===== src/rtl/ssd_pkg.sv =====
// ----------------------------------------------------------------------------
// ssd_pkg
// Shared definitions for the 7-segment scan driver:
//   NUM_DIGITS   - number of display digits (4 BCD nibbles)
//   SEG_BLANK    - active-low pattern with every segment off
//   conv_state_t - binary-to-BCD converter FSM states
//   seg_lut      - BCD digit -> active-low segments {a,b,c,d,e,f,g}
//   add3_ge5     - double-dabble nibble correction (add 3 when >= 5)
// ----------------------------------------------------------------------------
package ssd_pkg;

    localparam int         NUM_DIGITS = 4;
    localparam logic [6:0] SEG_BLANK  = 7'h7F;

    typedef enum logic [1:0] {
        IDLE  = 2'd0,
        SHIFT = 2'd1,
        DONE  = 2'd2
    } conv_state_t;

    // Active-low segment pattern for one decimal digit; anything above 9 blanks.
    function automatic logic [6:0] seg_lut(input logic [3:0] digit);
        logic [6:0] pat;
        case (digit)
            4'd0:    pat = 7'b0000001;
            4'd1:    pat = 7'b1001111;
            4'd2:    pat = 7'b0010010;
            4'd3:    pat = 7'b0000110;
            4'd4:    pat = 7'b1001100;
            4'd5:    pat = 7'b0100100;
            4'd6:    pat = 7'b0100000;
            4'd7:    pat = 7'b0001111;
            4'd8:    pat = 7'b0000000;
            4'd9:    pat = 7'b0000100;
            default: pat = SEG_BLANK;
        endcase
        return pat;
    endfunction

    // A nibble >= 5 would exceed 9 after the next doubling, so pre-correct it.
    function automatic logic [3:0] add3_ge5(input logic [3:0] nib);
        logic [3:0] res;
        if (nib >= 4'd5) begin
            res = nib + 4'd3;
        end else begin
            res = nib;
        end
        return res;
    endfunction

endpackage


===== src/rtl/bin2bcd_seq.sv =====
// ----------------------------------------------------------------------------
// bin2bcd_seq
// Sequential shift-add-3 (double-dabble) binary to BCD converter. One
// conversion takes N_IN+2 cycles (IDLE capture, N_IN SHIFT steps, DONE) and
// conversions run back-to-back. num is sampled only in IDLE.
// Ports:
//   clk       in   system clock, rising edge
//   rst       in   asynchronous active-low reset
//   num       in   binary value, N_IN bits
//   bcd       out  last completed conversion {thou,hund,tens,ones}
//   conv_done out  one-cycle pulse coincident with a bcd update
// ----------------------------------------------------------------------------
module bin2bcd_seq
    import ssd_pkg::*;
#(
    parameter int N_IN = 13
) (
    input  logic                    clk,
    input  logic                    rst,
    input  logic [N_IN-1:0]         num,
    output logic [4*NUM_DIGITS-1:0] bcd,
    output logic                    conv_done
);

    localparam int BCD_W = 4 * NUM_DIGITS;
    localparam int IT_W  = $clog2(N_IN);

    conv_state_t      state_r;
    conv_state_t      state_nxt_s;
    logic [N_IN-1:0]  bin_r;
    logic [BCD_W-1:0] scr_r;
    logic [BCD_W-1:0] adj_s;
    logic [IT_W-1:0]  it_r;
    logic [BCD_W-1:0] bcd_r;
    logic             conv_done_r;
    logic             last_s;

    assign bcd       = bcd_r;
    assign conv_done = conv_done_r;

    // Converter state register.
    always_ff @(posedge clk or negedge rst) begin
        if (!rst) begin
            state_r <= IDLE;
        end else begin
            state_r <= state_nxt_s;
        end
    end

    // Next-state logic: leave SHIFT once the final bit has been shifted in.
    always_comb begin
        state_nxt_s = state_r;
        last_s      = (it_r == IT_W'(N_IN - 1));
        case (state_r)
            IDLE:  state_nxt_s = SHIFT;
            SHIFT: begin
                if (last_s) begin
                    state_nxt_s = DONE;
                end else begin
                    state_nxt_s = SHIFT;
                end
            end
            DONE:    state_nxt_s = IDLE;
            default: state_nxt_s = IDLE;
        endcase
    end

    // Per-nibble add-3 correction applied to the scratch BCD before each shift.
    always_comb begin
        adj_s = '0;
        for (int i = 0; i < NUM_DIGITS; i++) begin
            adj_s[4*i +: 4] = add3_ge5(scr_r[4*i +: 4]);
        end
    end

    // Datapath: capture, shift {scratch,bin} left, publish the result in DONE.
    always_ff @(posedge clk or negedge rst) begin
        if (!rst) begin
            bin_r       <= '0;
            scr_r       <= '0;
            it_r        <= '0;
            bcd_r       <= '0;
            conv_done_r <= 1'b0;
        end else begin
            conv_done_r <= 1'b0;
            case (state_r)
                IDLE: begin
                    bin_r <= num;
                    scr_r <= '0;
                    it_r  <= '0;
                end
                SHIFT: begin
                    // Top nibble never reaches >=8 before the last shift for
                    // inputs up to 8191, so dropping adj_s MSB loses nothing.
                    scr_r <= {adj_s[BCD_W-2:0], bin_r[N_IN-1]};
                    bin_r <= {bin_r[N_IN-2:0], 1'b0};
                    it_r  <= it_r + IT_W'(1);
                end
                DONE: begin
                    bcd_r       <= scr_r;
                    conv_done_r <= 1'b1;
                end
                default: begin
                    conv_done_r <= 1'b0;
                end
            endcase
        end
    end

endmodule


===== src/rtl/ssd_scan_driver.sv =====
// ----------------------------------------------------------------------------
// ssd_scan_driver
// Shows a 13-bit binary value on a 4-digit multiplexed 7-segment display.
// The value is converted to BCD by bin2bcd_seq; a free-running scan counter
// selects one digit at a time, and anode/seg are registered together so they
// always change on the same edge. The display stays blank until the first
// conversion after reset completes.
// Build option: define SSD_BLANK_LEADING_ZERO_EN to blank leading zero digits
// (the ones digit is always shown); otherwise all four digits are zero-padded.
// Ports:
//   clk       in   system clock, rising edge
//   rst       in   asynchronous active-low reset
//   num       in   binary value to display (N_IN bits)
//   anode     out  active-low digit enables, anode[3] = thousands
//   seg       out  active-low segments {a,b,c,d,e,f,g}
//   bcd       out  last completed conversion {thou,hund,tens,ones}
//   conv_done out  one-cycle pulse when bcd updates
// ----------------------------------------------------------------------------
module ssd_scan_driver
    import ssd_pkg::*;
#(
    parameter int N_IN         = 13,
    parameter int REFRESH_BITS = 17
) (
    input  logic                    clk,
    input  logic                    rst,
    input  logic [N_IN-1:0]         num,
    output logic [NUM_DIGITS-1:0]   anode,
    output logic [6:0]              seg,
    output logic [4*NUM_DIGITS-1:0] bcd,
    output logic                    conv_done
);

    logic [REFRESH_BITS-1:0]   cnt_r;
    logic                      valid_r;
    logic [NUM_DIGITS-1:0]     anode_r;
    logic [6:0]                seg_r;
    logic [4*NUM_DIGITS-1:0]   bcd_s;
    logic                      conv_done_s;
    logic                      show_s;
    logic [1:0]                dsel_s;
    logic [3:0]                digit_s;
    logic [NUM_DIGITS-1:0]     blank_s;
    logic [NUM_DIGITS-1:0]     anode_nxt_s;
    logic [6:0]                seg_nxt_s;

    bin2bcd_seq #(
        .N_IN (N_IN)
    ) u_bin2bcd (
        .clk       (clk),
        .rst       (rst),
        .num       (num),
        .bcd       (bcd_s),
        .conv_done (conv_done_s)
    );

    assign bcd       = bcd_s;
    assign conv_done = conv_done_s;
    assign anode     = anode_r;
    assign seg       = seg_r;

    // Leading-zero mask: a digit blanks only if it and every digit above it are zero.
    always_comb begin
        blank_s = 4'b0000;
`ifdef SSD_BLANK_LEADING_ZERO_EN
        blank_s[3] = (bcd_s[15:12] == 4'd0);
        blank_s[2] = blank_s[3] && (bcd_s[11:8] == 4'd0);
        blank_s[1] = blank_s[2] && (bcd_s[7:4] == 4'd0);
        blank_s[0] = 1'b0;
`else
        blank_s = 4'b0000;
`endif
    end

    // Digit mux and segment decode for the digit the scan counter points at.
    always_comb begin
        anode_nxt_s = 4'b1111;
        seg_nxt_s   = SEG_BLANK;
        // conv_done is folded in so the first result shows without an extra cycle.
        show_s      = valid_r || conv_done_s;
        dsel_s      = cnt_r[REFRESH_BITS-1 -: 2];
        digit_s     = bcd_s[{dsel_s, 2'b00} +: 4];
        if (show_s) begin
            anode_nxt_s = ~(4'b0001 << dsel_s);
            if (blank_s[dsel_s]) begin
                seg_nxt_s = SEG_BLANK;
            end else begin
                seg_nxt_s = seg_lut(digit_s);
            end
        end else begin
            anode_nxt_s = 4'b1111;
            seg_nxt_s   = SEG_BLANK;
        end
    end

    // Scan counter, display-valid flag and the registered anode/seg outputs.
    always_ff @(posedge clk or negedge rst) begin
        if (!rst) begin
            cnt_r   <= '0;
            valid_r <= 1'b0;
            anode_r <= 4'b1111;
            seg_r   <= SEG_BLANK;
        end else begin
            cnt_r   <= cnt_r + REFRESH_BITS'(1);
            valid_r <= show_s;
            anode_r <= anode_nxt_s;
            seg_r   <= seg_nxt_s;
        end
    end

endmodule


===== config.mk =====
export PLATFORM = sky130hd
export DESIGN_NAME = ssd_scan_driver
export DESIGN_NICKNAME = d
export VERILOG_FILES = /design/src/rtl/ssd_pkg.sv /design/src/rtl/bin2bcd_seq.sv /design/src/rtl/ssd_scan_driver.sv
export SDC_FILE = /design/constraint.sdc
export NUM_CORES = 1
export LEC_CHECK = 0
export ABC_AREA = 1
export BUFFER_PORTS_ARGS = -buffer_cell sky130_fd_sc_hd__buf_2
export CORE_AREA = 3 3 98 100
export CTS_CLUSTER_DIAMETER = 50
export DETAILED_ROUTE_END_ITERATION = 10
export DIE_AREA = 0 0 101 103
export SYNTH_ARGS = -nofsm -noshare
export SYNTH_HDL_FRONTEND = slang
export SYNTH_HIERARCHICAL = 1
export SYNTH_SLANG_ARGS = --single-unit

===== constraint.sdc =====
create_clock -name clk -period 2.7 [get_ports clk]
set_input_delay 0.54 -clock clk [delete_from_list [all_inputs] [get_ports clk]]
set_output_delay 0.54 -clock clk [all_outputs]
set_load 0.01 [all_outputs]

==> metrics.md <==
| Metric | Value |
|---|---|
| Synth top area share | 44.40% |
| Reg2reg path depth | 10 |
| Most common cell after layout, fill and taps aside | nand2_1 |
| Filler instances | 832 |
| Met1 Usage GRT | between 20% and 30% |
| Post-DP Area | 4243 µm² |
| CTS tree | built |
| Clock-pin slew on the worst setup and hold paths | 0.09 ns |
| Slowest-stage cell, CP | dfrtp_1 |
| # resized after CTS | 0 |
| Detailed-route via count | 3,084 |
| Die area | 10,400 µm² |
| Mapped Avg Cell Area | 8.576 µm² |
| DRT Pass-1 Iters | 4 |
| XOR/XNOR Fraction of Synth Area | 2.886% |
| Slew of the pin with the lowest slew margin | around 0.6 ns |
| Synth Area in Adders | under 10% |
| Drt drc | 0 |
| Rows | 34 |
| Min cycle time layout | 1.898 ns |
| Netlist cell types | 26 |
| GR Util met2 | 26.68% |
| #FFs+latches synth | 81 |
| R2r endpoint | seg[6] |
| LEAKAGE | 2.298 nW |
| Yosys warning total | 6 |
| Post-route ant nets | 0 |
| Antenna cells | 0 |
| Core region area | 8763 µm² |
| Crit path from | cnt_r[15] |
| Final Max Slew Viols | 0 |
| Status | completed |
| Crit start category | flop |
| Largest net degree at the start of global routing | between 40 and 50 |
| Pwr Total | 3.195 mW |
| H-tree levels | 3 |
| Worst flop-to-flop path startpoint | cnt_r[15] |
| DIE HEIGHT | between 100 and 150 µm |
| CP cell instances | inv_2 -> nor2_2 -> nand2_1 -> nand2_1 -> nor2_2 -> inv_1 -> ha_1 -> nand3b_1 -> nand3_1 -> nand3_1 |
| Vias per cell | 5.015 |
| Fmax achieved | 0.5268 GHz |
| Antenna violations before repair | 0 |
| Setup WS pre-CTS | 0.8396 ns |
| Setup crit end kind | flop |
| Max Root-Sink Buffers | 2 |
| Non-filler cells, final | approximately 620 |
| Finished Cell Area | ~4500 µm² |
| Post-synthesis sequential area ratio | 51.73% |
| IO buf count | 42 |
| Synth Area in Compound Gates | roughly 7.2% |
| Vias in the first global route | 2,972 |
| Setup repair after global routing missed its margin | no |
| Critical Path RT | 2.98 ns |
| Post-CTS Hold Buffers | 0 |
| Clk_skew | 0.01205 ns |
| Met3 GRT Util | 4.060% |
| TritonCTS buffer count | 9 |
| Max stage delay on crit path | 0.54 ns |
| GPL Wtd Cong | approximately 0.82 |
| Multi-input logic area | 1662 µm² |
| Critical Path AT | 2.18 ns |
| Worst Setup Path Type | flop to flop |
| Total clock sinks | 81 |
| Max-cap viol count | 0 |
| Post-DP HPWL | around 5.7 mm |
| Drt wl/cell | 12.99 µm |
| Post-Place Cells | 599 |
| Mapped Area | 3945 µm² |
| Power Dens Cells | 715.4 nW/µm² |
| Initial Util | a little under half |
| Congestion Overflow GR | 0 |
| Global-route wire length before repair | approximately 14 mm |
| Max IR drop VDD | 0.0003119 V |
| Worst-skew pair later-pin latency | 0.36 ns |
| Post-CTS Setup Inserts | 0 |
| Worst R2R Setup Slack | 0.80 ns |
| Clk root buf | clkbuf_8 |
| Share of layout cells above drive strength 1 | approximately 18% |
| Synth Area in Simple Gates | 26.67% |
| Nets | around 530 |
| Total GRT Usage | roughly 17% |
| First-iteration detailed-routing DRC count | 119 |
| Relative slew slack | around three fifths |
| Most frequent cells in the layout | 134 x nand2_1, 70 x dfrtp_1, 46 x nand3_1 |
| Final Hold Viols | 0 |
| Top Usage Layer GRT | met2 |
| Final wirelength | around 8 mm |
| Layout area overhead | 13.23% |
| Post-Syn Instances | 460 |
| Final setup violation count | 0 |
| Main combinational cell family by area after synthesis | simple AND/OR/NAND/NOR gates |
| Post-synthesis mux area share | 0% |
| Type of the most critical hold path | primary input to async pin |
| Worst setup margin | 0.8017 ns |
| I/O Pins | 43 |
| Die span in x | 101 µm |
| Cell taking the most area after synthesis | dfrtp_1 |
| CP max FO | 13 |
| Crit path capture | seg[6] |
| Synth top area cells | dfrtp_1 44%, nand2_1 13%, dfstp_2 7.3%, nand3_1 5.8%, ha_1 5.4% |
| Setup TNS | 0 ns |
| Syn Nets | a little under 500 |
| Sequential Area | 2041 µm² |
| Final worst path period share | 70.31% |
-- per-stage QoR --
stage | utilization (%) | hold WS [ns]
after floorplan | - | 0.2444
after global placement | 48.42 | 0.4509
after detailed placement | 48.42 | 0.4566
after CTS | 50.97 | 0.1884
after global routing | 50.97 | 0.2227
final | 50.97 | 0.1846
-- logic make-up (layout without fill, tap and decap cells) --
family | count (synthesis) | count (layout)
compound gates | 52 | 52
xor+xnor | 13 | 13
fa+ha+maj | 17 | 17
buf+inv | 57 | 104
flops | 81 | 81
simple gates | 240 | 240
-- power by group --
part           switching [mW]  internal [mW]
Combinational           0.392          0.268
Clock                   0.471          0.531
Sequential              0.125           1.41
Total                   0.988           2.21
-- synth_stat cells --
library cell	n
xnor2_1	5
o21bai_1	3
inv_2	4
nand3_2	2
o22ai_1	12
nand2_2	4
nand3_1	46
dfstp_2	11
o21ai_0	17
nand2_1	134
buf_4	1
ha_1	17
dfrtp_1	70
buf_2	8
inv_1	40
nor2_2	7
o21ai_1	16
nor2_4	3
xor2_1	8
nand3b_1	1
a21oi_1	4
nor2_1	31
clkbuf_1	2
nand4_1	10
nor3_1	2
buf_6	2
-- worst min path at each step --
stage	to	depth (start not counted)
6_report	cnt_r[8]	1
5_1_grt	cnt_r[8]	1
4_1_cts	cnt_r[8]	1
3_5_place_dp	cnt_r[0]	1
3_3_place_gp	u_bin2bcd/conv_done	1
2_1_floorplan	cnt_r[0]	0
-- layout make-up --
type / count / area share, %
flip-flops and latches: 81 / 45.69
multi-input cells: 322 / 37.20
repair buffers: 44 / 5.378
inverters: 44 / 3.697
well taps: 108 / 3.025
clock buffers: 9 / 2.773
clock inverters: 7 / 2.241
-- sequential cells by signal, summed over array words and instances, names as in the netlist --
register and count:
cnt_r 17, u_bin2bcd/bcd 16, u_bin2bcd/scr_r 16, u_bin2bcd/bin_r 13, seg 7, anode 4
u_bin2bcd/it_r 4, u_bin2bcd/state_r 2, u_bin2bcd/conv_done 1, valid_r 1
-- routing by layer --
layer	wire length, µm	part of all wire, %
met1	3857	48
met2	3713	46
met5	0	0
met3	309	3.9
met4	108	1.4
-- critical path: cells and delay by family (launching register included) --
family,cells,cell delay (ns)
and+or+nand+nor,7,0.79
DFF,1,0.54
adders and majority gates,1,0.20
buffers and inverters,2,0.30
Note: power is estimated with default switching activity, not from simulation.
